$ cat src/rtl/inst_fetcher_if.sv
// Fetch-side bus: redirect input, icache lookup/fill, memory controller return
// and the decode handshake.
interface inst_fetcher_if;
  localparam int unsigned XLEN = 32;

  // redirect from execute/commit
  logic            jump_en;
  logic [XLEN-1:0] jump_addr;

  // icache lookup
  logic            ic_fetch_en;
  logic [XLEN-1:0] ic_fetch_addr;
  logic            ic_hit;
  logic [XLEN-1:0] ic_inst;

  // memory controller return and icache fill
  logic            mem_inst_valid;
  logic [XLEN-1:0] mem_inst;
  logic [XLEN-1:0] mem_inst_addr;
  logic            ic_add_en;
  logic [XLEN-1:0] ic_add_inst;
  logic [XLEN-1:0] ic_add_addr;
  logic            mem_discard;

  // decode handshake
  logic            inst_valid;
  logic [XLEN-1:0] inst;
  logic [XLEN-1:0] inst_pc;
  logic            inst_ready;

  modport master (
    input  jump_en, jump_addr,
    input  ic_hit, ic_inst,
    input  mem_inst_valid, mem_inst, mem_inst_addr,
    input  inst_ready,
    output ic_fetch_en, ic_fetch_addr,
    output ic_add_en, ic_add_inst, ic_add_addr, mem_discard,
    output inst_valid, inst, inst_pc
  );

  modport slave (
    output jump_en, jump_addr,
    output ic_hit, ic_inst,
    output mem_inst_valid, mem_inst, mem_inst_addr,
    output inst_ready,
    input  ic_fetch_en, ic_fetch_addr,
    input  ic_add_en, ic_add_inst, ic_add_addr, mem_discard,
    input  inst_valid, inst, inst_pc
  );
endinterface

$ cat src/rtl/inst_fetcher.sv
// Instruction-fetch front end: owns the PC, looks up the icache once per
// instruction, waits out misses, and hands one instruction at a time to decode.
module inst_fetcher #(
  parameter logic [31:0] RESET_PC = 32'h0000_0000,
  parameter int unsigned PC_STEP  = 4
) (
  input  logic          clk,
  input  logic          rst,
  inst_fetcher_if.master fetch_bus
);

  localparam int unsigned XLEN = 32;

  typedef enum logic {
    ST_FETCH = 1'b0,
    ST_MISS  = 1'b1
  } state_e;

  state_e          state_q, state_d;
  logic [XLEN-1:0] pc_q, pc_d;
  logic [XLEN-1:0] inst_q, inst_d;
  logic [XLEN-1:0] inst_pc_q, inst_pc_d;
  logic            inst_valid_q, inst_valid_d;
  logic            discard_q, discard_d;

  logic            slot_free_c;
  logic            fetch_en_c;
  logic            accept_c;
  logic            mem_match_c;
  logic [XLEN-1:0] pc_next_c;

  assign slot_free_c = !inst_valid_q || fetch_bus.inst_ready;
  assign accept_c    = inst_valid_q && fetch_bus.inst_ready;
  assign fetch_en_c  = (state_q == ST_FETCH) && slot_free_c && !fetch_bus.jump_en && !rst;
  assign mem_match_c = fetch_bus.mem_inst_valid && (fetch_bus.mem_inst_addr == pc_q);
  assign pc_next_c   = pc_q + XLEN'(PC_STEP);

  // State register and output slot
  always_ff @(posedge clk or posedge rst) begin
    if (rst) begin
      state_q      <= ST_FETCH;
      pc_q         <= RESET_PC;
      inst_q       <= '0;
      inst_pc_q    <= '0;
      inst_valid_q <= 1'b0;
      discard_q    <= 1'b0;
    end else begin
      state_q      <= state_d;
      pc_q         <= pc_d;
      inst_q       <= inst_d;
      inst_pc_q    <= inst_pc_d;
      inst_valid_q <= inst_valid_d;
      discard_q    <= discard_d;
    end
  end

  // Next-state: a redirect overrides any hit or return seen in the same cycle
  always_comb begin
    state_d      = state_q;
    pc_d         = pc_q;
    inst_d       = inst_q;
    inst_pc_d    = inst_pc_q;
    inst_valid_d = inst_valid_q;
    discard_d    = 1'b0;

    if (accept_c) begin
      inst_valid_d = 1'b0;
    end

    if (fetch_bus.jump_en) begin
      pc_d         = fetch_bus.jump_addr;
      inst_valid_d = 1'b0;
      state_d      = ST_FETCH;
      discard_d    = (state_q == ST_MISS);
    end else begin
      case (state_q)
        ST_FETCH: begin
          if (fetch_en_c) begin
            if (fetch_bus.ic_hit) begin
              inst_d       = fetch_bus.ic_inst;
              inst_pc_d    = pc_q;
              inst_valid_d = 1'b1;
              pc_d         = pc_next_c;
            end else begin
              state_d = ST_MISS;
            end
          end
        end
        ST_MISS: begin
          // Returns for any other address are stale and only fill the cache
          if (mem_match_c) begin
            inst_d       = fetch_bus.mem_inst;
            inst_pc_d    = pc_q;
            inst_valid_d = 1'b1;
            pc_d         = pc_next_c;
            state_d      = ST_FETCH;
          end
        end
      endcase
    end
  end

  assign fetch_bus.ic_fetch_en   = fetch_en_c;
  assign fetch_bus.ic_fetch_addr = pc_q;

  // Every return is filled, stale or not, since the data is right for its address
  assign fetch_bus.ic_add_en   = fetch_bus.mem_inst_valid && !rst;
  assign fetch_bus.ic_add_inst = rst ? '0 : fetch_bus.mem_inst;
  assign fetch_bus.ic_add_addr = rst ? '0 : fetch_bus.mem_inst_addr;
  assign fetch_bus.mem_discard = discard_q;

  assign fetch_bus.inst_valid = inst_valid_q;
  assign fetch_bus.inst       = inst_q;
  assign fetch_bus.inst_pc    = inst_pc_q;

endmodule

$ cat src/flat_wrapper.sv
// flat-port wrapper written by rule: the top's interface ports become plain ports
module inst_fetcher_flat 
#(
  parameter logic [31:0] RESET_PC = 32'h0000_0000,
  parameter int unsigned PC_STEP  = 4
)
  (clk, rst, fetch_bus_jump_en, fetch_bus_jump_addr, fetch_bus_ic_hit, fetch_bus_ic_inst, fetch_bus_mem_inst_valid, fetch_bus_mem_inst, fetch_bus_mem_inst_addr, fetch_bus_inst_ready, fetch_bus_ic_fetch_en, fetch_bus_ic_fetch_addr, fetch_bus_ic_add_en, fetch_bus_ic_add_inst, fetch_bus_ic_add_addr, fetch_bus_mem_discard, fetch_bus_inst_valid, fetch_bus_inst, fetch_bus_inst_pc);
  inst_fetcher_if fetch_bus_i ();
  input  logic clk;
  input  logic rst;
  input wire logic [$bits(fetch_bus_i.jump_en)-1:0] fetch_bus_jump_en;
  input wire logic [$bits(fetch_bus_i.jump_addr)-1:0] fetch_bus_jump_addr;
  input wire logic [$bits(fetch_bus_i.ic_hit)-1:0] fetch_bus_ic_hit;
  input wire logic [$bits(fetch_bus_i.ic_inst)-1:0] fetch_bus_ic_inst;
  input wire logic [$bits(fetch_bus_i.mem_inst_valid)-1:0] fetch_bus_mem_inst_valid;
  input wire logic [$bits(fetch_bus_i.mem_inst)-1:0] fetch_bus_mem_inst;
  input wire logic [$bits(fetch_bus_i.mem_inst_addr)-1:0] fetch_bus_mem_inst_addr;
  input wire logic [$bits(fetch_bus_i.inst_ready)-1:0] fetch_bus_inst_ready;
  output wire logic [$bits(fetch_bus_i.ic_fetch_en)-1:0] fetch_bus_ic_fetch_en;
  output wire logic [$bits(fetch_bus_i.ic_fetch_addr)-1:0] fetch_bus_ic_fetch_addr;
  output wire logic [$bits(fetch_bus_i.ic_add_en)-1:0] fetch_bus_ic_add_en;
  output wire logic [$bits(fetch_bus_i.ic_add_inst)-1:0] fetch_bus_ic_add_inst;
  output wire logic [$bits(fetch_bus_i.ic_add_addr)-1:0] fetch_bus_ic_add_addr;
  output wire logic [$bits(fetch_bus_i.mem_discard)-1:0] fetch_bus_mem_discard;
  output wire logic [$bits(fetch_bus_i.inst_valid)-1:0] fetch_bus_inst_valid;
  output wire logic [$bits(fetch_bus_i.inst)-1:0] fetch_bus_inst;
  output wire logic [$bits(fetch_bus_i.inst_pc)-1:0] fetch_bus_inst_pc;
  assign fetch_bus_i.jump_en = fetch_bus_jump_en;
  assign fetch_bus_i.jump_addr = fetch_bus_jump_addr;
  assign fetch_bus_i.ic_hit = fetch_bus_ic_hit;
  assign fetch_bus_i.ic_inst = fetch_bus_ic_inst;
  assign fetch_bus_i.mem_inst_valid = fetch_bus_mem_inst_valid;
  assign fetch_bus_i.mem_inst = fetch_bus_mem_inst;
  assign fetch_bus_i.mem_inst_addr = fetch_bus_mem_inst_addr;
  assign fetch_bus_i.inst_ready = fetch_bus_inst_ready;
  assign fetch_bus_ic_fetch_en = fetch_bus_i.ic_fetch_en;
  assign fetch_bus_ic_fetch_addr = fetch_bus_i.ic_fetch_addr;
  assign fetch_bus_ic_add_en = fetch_bus_i.ic_add_en;
  assign fetch_bus_ic_add_inst = fetch_bus_i.ic_add_inst;
  assign fetch_bus_ic_add_addr = fetch_bus_i.ic_add_addr;
  assign fetch_bus_mem_discard = fetch_bus_i.mem_discard;
  assign fetch_bus_inst_valid = fetch_bus_i.inst_valid;
  assign fetch_bus_inst = fetch_bus_i.inst;
  assign fetch_bus_inst_pc = fetch_bus_i.inst_pc;
  inst_fetcher #(.RESET_PC(RESET_PC), .PC_STEP(PC_STEP)) u_core (.clk(clk), .rst(rst), .fetch_bus(fetch_bus_i));
endmodule
$ cat config.mk
export PLATFORM = sky130hd
export DESIGN_NAME = inst_fetcher_flat
export DESIGN_NICKNAME = d
export VERILOG_FILES = /design/src/rtl/inst_fetcher_if.sv /design/src/rtl/inst_fetcher.sv /design/src/flat_wrapper.sv
export SDC_FILE = /design/constraint.sdc
export NUM_CORES = 1
export LEC_CHECK = 0
export BUFFER_PORTS_ARGS = -buffer_cell sky130_fd_sc_hd__buf_2
export CAP_MARGIN = 20
export CORE_AREA = 2 2 117 119
export CTS_CLUSTER_DIAMETER = 40
export DETAILED_ROUTE_END_ITERATION = 6
export DIE_AREA = 0 0 119 121
export PLACE_DENSITY = 0.76
export SYNTH_ARGS = -nofsm -noshare
export SYNTH_HDL_FRONTEND = slang
export SYNTH_SLANG_ARGS = --single-unit
export TNS_END_PERCENT = 10
$ cat constraint.sdc
create_clock -name clk -period 4.4 [get_ports clk]
set_input_delay 0.88 -clock clk [delete_from_list [all_inputs] [get_ports clk]]
set_output_delay 0.88 -clock clk [all_outputs]
set_load 0.005 [all_outputs]
==> run_results.csv, run 1 <==
group,metric,value,unit
cells_and_area,drive_above_1_share,42.6,%
die,num_rows,42,
die,start_util,42.6,%
sta,drv_slew,0,
synthesis,synth_fa_ha_area_share,0.224,%
drt,vias,5361,
drt,wl,17800,microns
global_routing,grt.met3_usage,3.10,%
placed_design,dp.final_hpwl,13300,microns
worst_setup_path,required,4.67,ns
synthesis,synth_mux_area_share,12.8,%
global_routing,grt_util_all_layers,24.1,%
cells_and_area,fin_util,57.0,%
synthesis,synth_ff_type,"dfrtp_1",
global_routing,grt_max_degree,69,
synthesis,synth-simple-area-share,21.6,%
die,die_y,121,microns
placed_design,gp_congestion,0.816,
placed_design,post_dp_cell_area,7170,sq um
synthesis,syn_area_per_cell,9.76,sq um
clock_tree,cts-hold-fix-buffers,0,
worst_setup_path,crit_path_end,"u_core.fetch_bus.inst[17]",
drt,drtPass1Iterations,4,
worst_setup_path,criticalPathCategory,"in2reg",
synthesis,synth.most_common_cell,"dfrtp_1",
global_routing,grt.busiest_layer,"met2",
clock_tree,cts_resized,0,
sta,slew_headroom,48.1,%
clock_tree,cts_max_level,3,
pwr,ir_drop,0.265,mV
sta,worst_pin_slew,0.777,ns
synthesis,yosysTopAreaCell,"dfrtp_1",
cells_and_area,n_antenna_cell,0,
die,core,13100,sq um
worst_setup_path,startpoint_type,"primary input",
global_routing,use_met2,39.7,%
synthesis,synth_xor_area_share,6.60,%
clock_tree,cts_tree,"yes",
synthesis,syn_area,5570,sq um
flow_run,max-cap-violations,0,
synthesis,yosysSeqAreaShare,44.4,%
drt,drc,0,
cells_and_area,syn_to_final_growth,33.9,%
synthesis,synth_compound_area_share,10.4,%
drt,viasPerCell,5.24,
clock_tree,clock_latency,0.35,ns
drt,ant_nets,0,
global_routing,grt_pass1_wl,27000,microns
worst_setup_path,reg2reg_slack,1.27,ns
synthesis,synth.top_cells.by_count,"99 x dfrtp_1, 67 x nor2b_1, 47 x nor2_1",
clock_tree,cts_root_buf,"clkbuf_16",
synthesis,syn_nets,706,
clock_tree,cts_sinks,99,
cells_and_area,final_cells,1023,
run_status,outcome,"complete, no violations",
placed_design,placedCellCount,1007,
sta,fmax,312,MHz
placed_design,portBuffers,297,
synthesis,synth_top_family_by_area,"simple AND/OR/NAND/NOR gates",
die,dieWidth,119,microns
synthesis,ys_seq_elements,99,
worst_setup_path,crit_slowest_cell,"buf_4",
sta,whs,0.505,ns
worst_setup_path,critPathLaunch,"fetch_bus_mem_inst_addr[31]",
synthesis,yosysWarnings,0,
clock_tree,cts_buffer_depth,2,
sta,finalHoldViolations,0,
global_routing,grt_pass1_vias,4928,
sta,period_share,72.9,%
worst_setup_path,arrival,3.48,ns
worst_setup_path,reg2reg_from,"u_core.state_q",
global_routing,use_met1,33.6,%
synthesis,netlist_top_cells_area,"dfrtp_1 44%, nor2b_1 7.5%, mux2_2 6.9%",
clock_tree,clkTransAtPathRegs,0.07,ns
worst_setup_path,cp-end-kind,"flip-flop",
sta,setup_viol,0,
worst_setup_path,crit_fanout,62,
clock_tree,cts_setup_buffers,0,
global_routing,grt_antenna_before_repair,0,
sta,clock-skew-final,0.00564,ns
cells_and_area,design_area,7460,sq um
pwr,leakagePower,3.53,nW
worst_setup_path,r2r-end,"u_core.fetch_bus.inst[17]",
synthesis,synth_cells,571,
clock_tree,cts_buffers,9,
die,boundaryPins,298,
worst_setup_path,ff2ff_path_depth,9,
synthesis,synth_top_area_share,44.4,%
die,die_area,14400,sq um
synthesis,ys_async_sr_fraction,100,%
synthesis,synth_edf_count,0,
global_routing,grt.overflow.total,0,
cells_and_area,nets,977,
worst_setup_path,path_cells,"buf_2 -> xor2_1 -> nor4_2 -> nand4_1 -> or3_1 -> o21ai_4 -> buf_4 -> nor2_1 -> a21oi_1",
drt,drt-initial-drc-count,337,
sta,finalCriticalPeriod,3.21,ns
synthesis,synthDistinctLibCells,49,
sta,fin_setup_tns,0,ns
drt,wl_per_cell,17.4,microns
hold_path,hold_path.class,"reg2reg",
worst_setup_path,max_stage_delay,0.57,ns
sta,rsz0062_at_grt,"no",
pwr,p_per_area,365,nW/um^2
-- flip-flops by register name, summed over array words and instances (netlist names) --
register,flops
u_core.fetch_bus.mem_discard,1
u_core.fetch_bus.inst,32
u_core.state_q,1
u_core.fetch_bus.ic_fetch_addr,32
u_core.fetch_bus.inst_pc,32
u_core.fetch_bus.inst_valid,1
-- cell type report --
class | count | area (sq um)
Multi-Input combinational cell | 422 | 2880
Sequential cell | 99 | 2480
Timing Repair Buffer | 303 | 1560
Clock inverter | 5 | 52.6
Inverter | 7 | 28.8
Tap cell | 176 | 220
Clock buffer | 11 | 243
Fill cell | 1191 | 5620
-- per-layer routing --
metal | part of all wire, % | up-vias
met3 | 6.3 | 12
met1 | 44 | 2554
met5 | 0 | -
met2 | 49 | 223
met4 | 1.1 | 0
li1 | - | 2572
-- cell usage in the layout (no fill, tap or decap), drive strengths merged, types with 2 or more instances in the layout --
| cell type | netlist | final |
|---|---|---|
| a22oi | 2 | 2 |
| nor2 | 47 | 47 |
| xnor2 | 14 | 14 |
| nor3 | 16 | 16 |
| nand4 | 11 | 11 |
| inv | 7 | 7 |
| a31oi | 4 | 4 |
| o211a | 2 | 2 |
| buf | 20 | 303 |
| nand3 | 13 | 13 |
| a311oi | 7 | 7 |
| a211oi | 3 | 3 |
| o21ai | 11 | 11 |
| clkinv | 0 | 3 |
| nor4 | 10 | 10 |
| mux2 | 34 | 34 |
| o211ai | 3 | 3 |
| and4 | 4 | 4 |
| and2 | 8 | 8 |
| o31ai | 2 | 2 |
| dfrtp | 99 | 99 |
| o311ai | 3 | 3 |
| a221o | 3 | 3 |
| or4 | 4 | 4 |
| nor4b | 3 | 3 |
| clkbuf | 23 | 11 |
| mux2i | 33 | 33 |
| nand2 | 23 | 23 |
| nor2b | 67 | 67 |
| and3 | 7 | 7 |
| a21oi | 46 | 46 |
| xor2 | 28 | 28 |
| or3 | 3 | 3 |
-- kinds of logic after synthesis --
kind of cell	Yosys count
simple gates	220
flops	99
compound gates	92
mux	67
buf+inv	50
xor+xnor	42
fa+ha+maj	1
-- worst min-delay path by stage --
| stage | from | end | slack, ns | depth (start not counted) |
|---|---|---|---|---|
| 3_5_place_dp | u_core.fetch_bus.inst_pc[2] | u_core.fetch_bus.inst_pc[2] | 0.49 | 1 |
| 2_1_floorplan | u_core.fetch_bus.inst_pc[0] | u_core.fetch_bus.inst_pc[0] | 0.51 | 1 |
| 4_1_cts | u_core.fetch_bus.inst_pc[12] | u_core.fetch_bus.inst_pc[12] | 0.51 | 1 |
| 6_report | u_core.fetch_bus.inst_pc[12] | u_core.fetch_bus.inst_pc[12] | 0.50 | 1 |
| 3_3_place_gp | u_core.fetch_bus.inst_pc[12] | u_core.fetch_bus.inst_pc[12] | 0.48 | 1 |
| 5_1_grt | u_core.fetch_bus.inst_pc[5] | u_core.fetch_bus.inst_pc[5] | 0.52 | 1 |
-- critical path, delay by kind of cell --
family / cells / cell delay (ns)
and+or+nand+nor: 4 / 1.08
buffers and inverters: 2 / 0.68
AOI/OAI and AO/OA: 2 / 0.63
xor gates and xnor gates: 1 / 0.18
-- where the power goes --
part / total [W] / leakage [nW] / switching (W) / internal, W
clock network: 0.000799 / 0.145 / 0.000346 / 0.000454
registers: 0.00122 / 1.15 / 0.000134 / 0.00109
logic: 0.000704 / 2.23 / 0.000342 / 0.000362
-- metrics by stage --
step	setup WS (ns)	total power, W
after CTS	1.18	0.00274
after floorplan	0.722	0.00156
after global placement	0.963	0.00192
final	1.19	0.00272
after global routing	0.943	0.00287
after detailed placement	0.876	0.00194
Note: power is estimated with default switching activity, not from simulation.
==> inputs of run 2 (changes only) <==
--- a/config.mk
+++ b/config.mk
@@ -7,11 +7,11 @@
 export LEC_CHECK = 0
 export BUFFER_PORTS_ARGS = -buffer_cell sky130_fd_sc_hd__buf_2
 export CAP_MARGIN = 20
-export CORE_AREA = 2 2 117 119
+export CORE_MARGIN = 2
+export CORE_UTILIZATION = 41
 export CTS_CLUSTER_DIAMETER = 40
 export DETAILED_ROUTE_END_ITERATION = 6
-export DIE_AREA = 0 0 119 121
-export PLACE_DENSITY = 0.76
+export PLACE_DENSITY = 0.77
 export SYNTH_ARGS = -nofsm -noshare
 export SYNTH_HDL_FRONTEND = slang
 export SYNTH_SLANG_ARGS = --single-unit
==> constraint.sdc (replaced) <==
create_clock -name clk -period 2.71 [get_ports clk]
set_input_delay 0.542 -clock clk [delete_from_list [all_inputs] [get_ports clk]]
set_output_delay 0.542 -clock clk [all_outputs]
set_load 0.005 [all_outputs]
==> run 2 against run 1 <==
Effect of this change: cell area up 3.7%; sequential power grew 59%; first-iteration DRC count up 13%; sequential share of layout area fell by 1.2 points; worst hold slack lost 0.12 ns; sequential cell count stayed put; cell count increased by 3.2%; clock skew increased by 0.0051 ns; routed wire length down 1.2%.
==> run_results.csv, run 2 (synthesis gave the netlist of run 1 again) <==
group,metric,value,unit
clock_tree,cts_tree,"yes",
drt,wl_met2,8540,microns
drt,dr.max_layer_used,"met4",
cells_and_area,n_antenna_cell,0,
drt,wl_met3,1150,microns
die,core,13200,sq um
drt,drc,0,
drt,viasPerCell,5.17,
drt,drt-initial-drc-count,380,
pwr,total_power,0.00448,W
cells_and_area,most-common-layout-cells,"297 x buf_2, 98 x dfrtp_1, 67 x nor2b_1, 47 x nor2_1, 46 x a21oi_1",
clock_tree,cts_buffers,9,
worst_setup_path,crit_path_end,"u_core.fetch_bus.inst_pc[26]",
die,die_area,14500,sq um
global_routing,grt_util_all_layers,24.0,%
worst_setup_path,cp-end-kind,"flip-flop",
pwr,leakagePower,3.68,nW
clock_tree,cts_buffer_depth,2,
cells_and_area,syn_to_final_growth,38.8,%
worst_setup_path,crit_family,"simple AND/OR/NAND/NOR gates",
run_status,outcome,"complete, no violations",
sta,setup_viol,0,
cells_and_area,drive_above_1_share,45.0,%
drt,ant_nets,0,
cells_and_area,final_common_cell,"buf_2",
cells_and_area,final_cells,1056,
global_routing,grt_max_degree,100,
die,die_y,121,microns
worst_setup_path,max_stage_delay,0.45,ns
worst_setup_path,crit_slowest_cell,"dfrtp_1",
die,boundaryPins,298,
clock_tree,cts_max_level,3,
drt,wl_per_cell,16.7,microns
sta,finalCriticalPeriod,2.52,ns
worst_setup_path,path_cells,"xor2_1 -> nor4_2 -> nand4_1 -> or3_1 -> o21ai_4 -> buf_4 -> mux2_2",
flow_run,max-cap-violations,0,
drt,vias,5458,
clock_tree,cts_root_buf,"clkbuf_16",
pwr,ir_drop,0.459,mV
sta,clock-skew-final,0.0108,ns
global_routing,grt_antenna_before_repair,0,
clock_tree,cts-hold-fix-buffers,0,
drt,wl,17600,microns
worst_setup_path,critPathLaunch,"u_core.fetch_bus.ic_fetch_addr[30]",
worst_setup_path,ff2ff_path_depth,7,
worst_setup_path,crit_fanout,17,
worst_setup_path,reg2reg_slack,0.19,ns
worst_setup_path,arrival,2.76,ns
sta,fmax,396,MHz
cells_and_area,nets,1010,
placed_design,dp.final_hpwl,13500,microns
worst_setup_path,r2r-end,"u_core.fetch_bus.inst_pc[26]",
hold_path,hold_depth,3,
worst_setup_path,criticalPathCategory,"reg2reg",
placed_design,portBuffers,297,
clock_tree,cts_resized,0,
sta,drv_slew,0,
pwr,p_per_area,579,nW/um^2
global_routing,grt.overflow.total,0,
worst_setup_path,crit_buf_inv,1,
clock_tree,cts_setup_buffers,0,
sta,slew_headroom,51.6,%
sta,finalHoldViolations,0,
sta,worst_pin_slew,0.727,ns
drt,drtPass1Iterations,6,
sta,period_share,93.1,%
sta,rsz0062_at_grt,"no",
worst_setup_path,startpoint_type,"flip-flop",
die,num_rows,42,
placed_design,placedCellCount,1040,
clock_tree,clkTransAtPathRegs,0.07,ns
worst_setup_path,required,2.94,ns
worst_setup_path,path_depth,7,
die,dieWidth,121,microns
clock_tree,cts_sinks,99,
die,start_util,42.1,%
hold_path,hold_path.class,"in2reg",
placed_design,gp_congestion,0.850,
worst_setup_path,reg2reg_from,"u_core.fetch_bus.ic_fetch_addr[30]",
global_routing,grt_pass1_vias,5141,
global_routing,grt_pass1_wl,27000,microns
drt,drt-met1-wl,7690,microns
clock_tree,clock_latency,0.36,ns
cells_and_area,fin_util,58.4,%
==> run 2: how the worst min path moves through the flow <==
stage	slack (ns)	endpoint	startpoint
floorplan	0.51	u_core.fetch_bus.inst_pc[0]	u_core.fetch_bus.inst_pc[0]
global placement	0.49	u_core.fetch_bus.inst_pc[19]	u_core.fetch_bus.inst_pc[19]
detailed placement	0.49	u_core.fetch_bus.inst_pc[15]	u_core.fetch_bus.inst_pc[15]
CTS	0.37	u_core.fetch_bus.ic_fetch_addr[3]	fetch_bus_jump_addr[3]
global route	0.39	u_core.fetch_bus.ic_fetch_addr[16]	fetch_bus_jump_addr[16]
finish	0.39	u_core.fetch_bus.ic_fetch_addr[3]	fetch_bus_jump_addr[3]
==> run 2: power breakdown <==
part,switching [W],leakage (nW),internal [W]
clock,0.000598,0.142,0.000722
combinational,0.000588,2.39,0.000629
sequential,0.000181,1.15,0.00176
==> run 2: metal layers <==
metal  global-route usage [%]  vias to the layer above
met5                        0                        -
met1                     32.5                     2603
met4                     6.76                        0
li1                         -                     2630
met2                     38.7                      208
met3                     5.52                       17
==> run 2: tightest hold or removal path: stages <==
cell and delay, ns:
buf_2 0.07, nand2_1 0.04, o21ai_0 0.05
==> run 2: final cells by class <==
| type | instances | area [sq um] |
|---|---|---|
| clock inverter | 7 | 76.3 |
| timing repair buffer | 336 | 1820 |
| tap | 176 | 220 |
| sequential | 99 | 2480 |
| inverter | 7 | 30.0 |
| fill | 1190 | 5510 |
| clock buffer | 9 | 225 |
| multi-input combinational | 422 | 2890 |
==> run 2: per-stage QoR <==
stage | setup slack [ns] | setup TNS (ns) | area (sq um) | hold WS [ns]
finish | 0.186 | 0 | 7740 | 0.386
global route | 0.00274 | 0 | 7740 | 0.394
CTS | 0.174 | 0 | 7730 | 0.374
detailed placement | -0.0426 | -0.439 | 7430 | 0.490
global placement | 0.00476 | 0 | 7430 | 0.487
floorplan | 0.149 | 0 | 5580 | 0.505
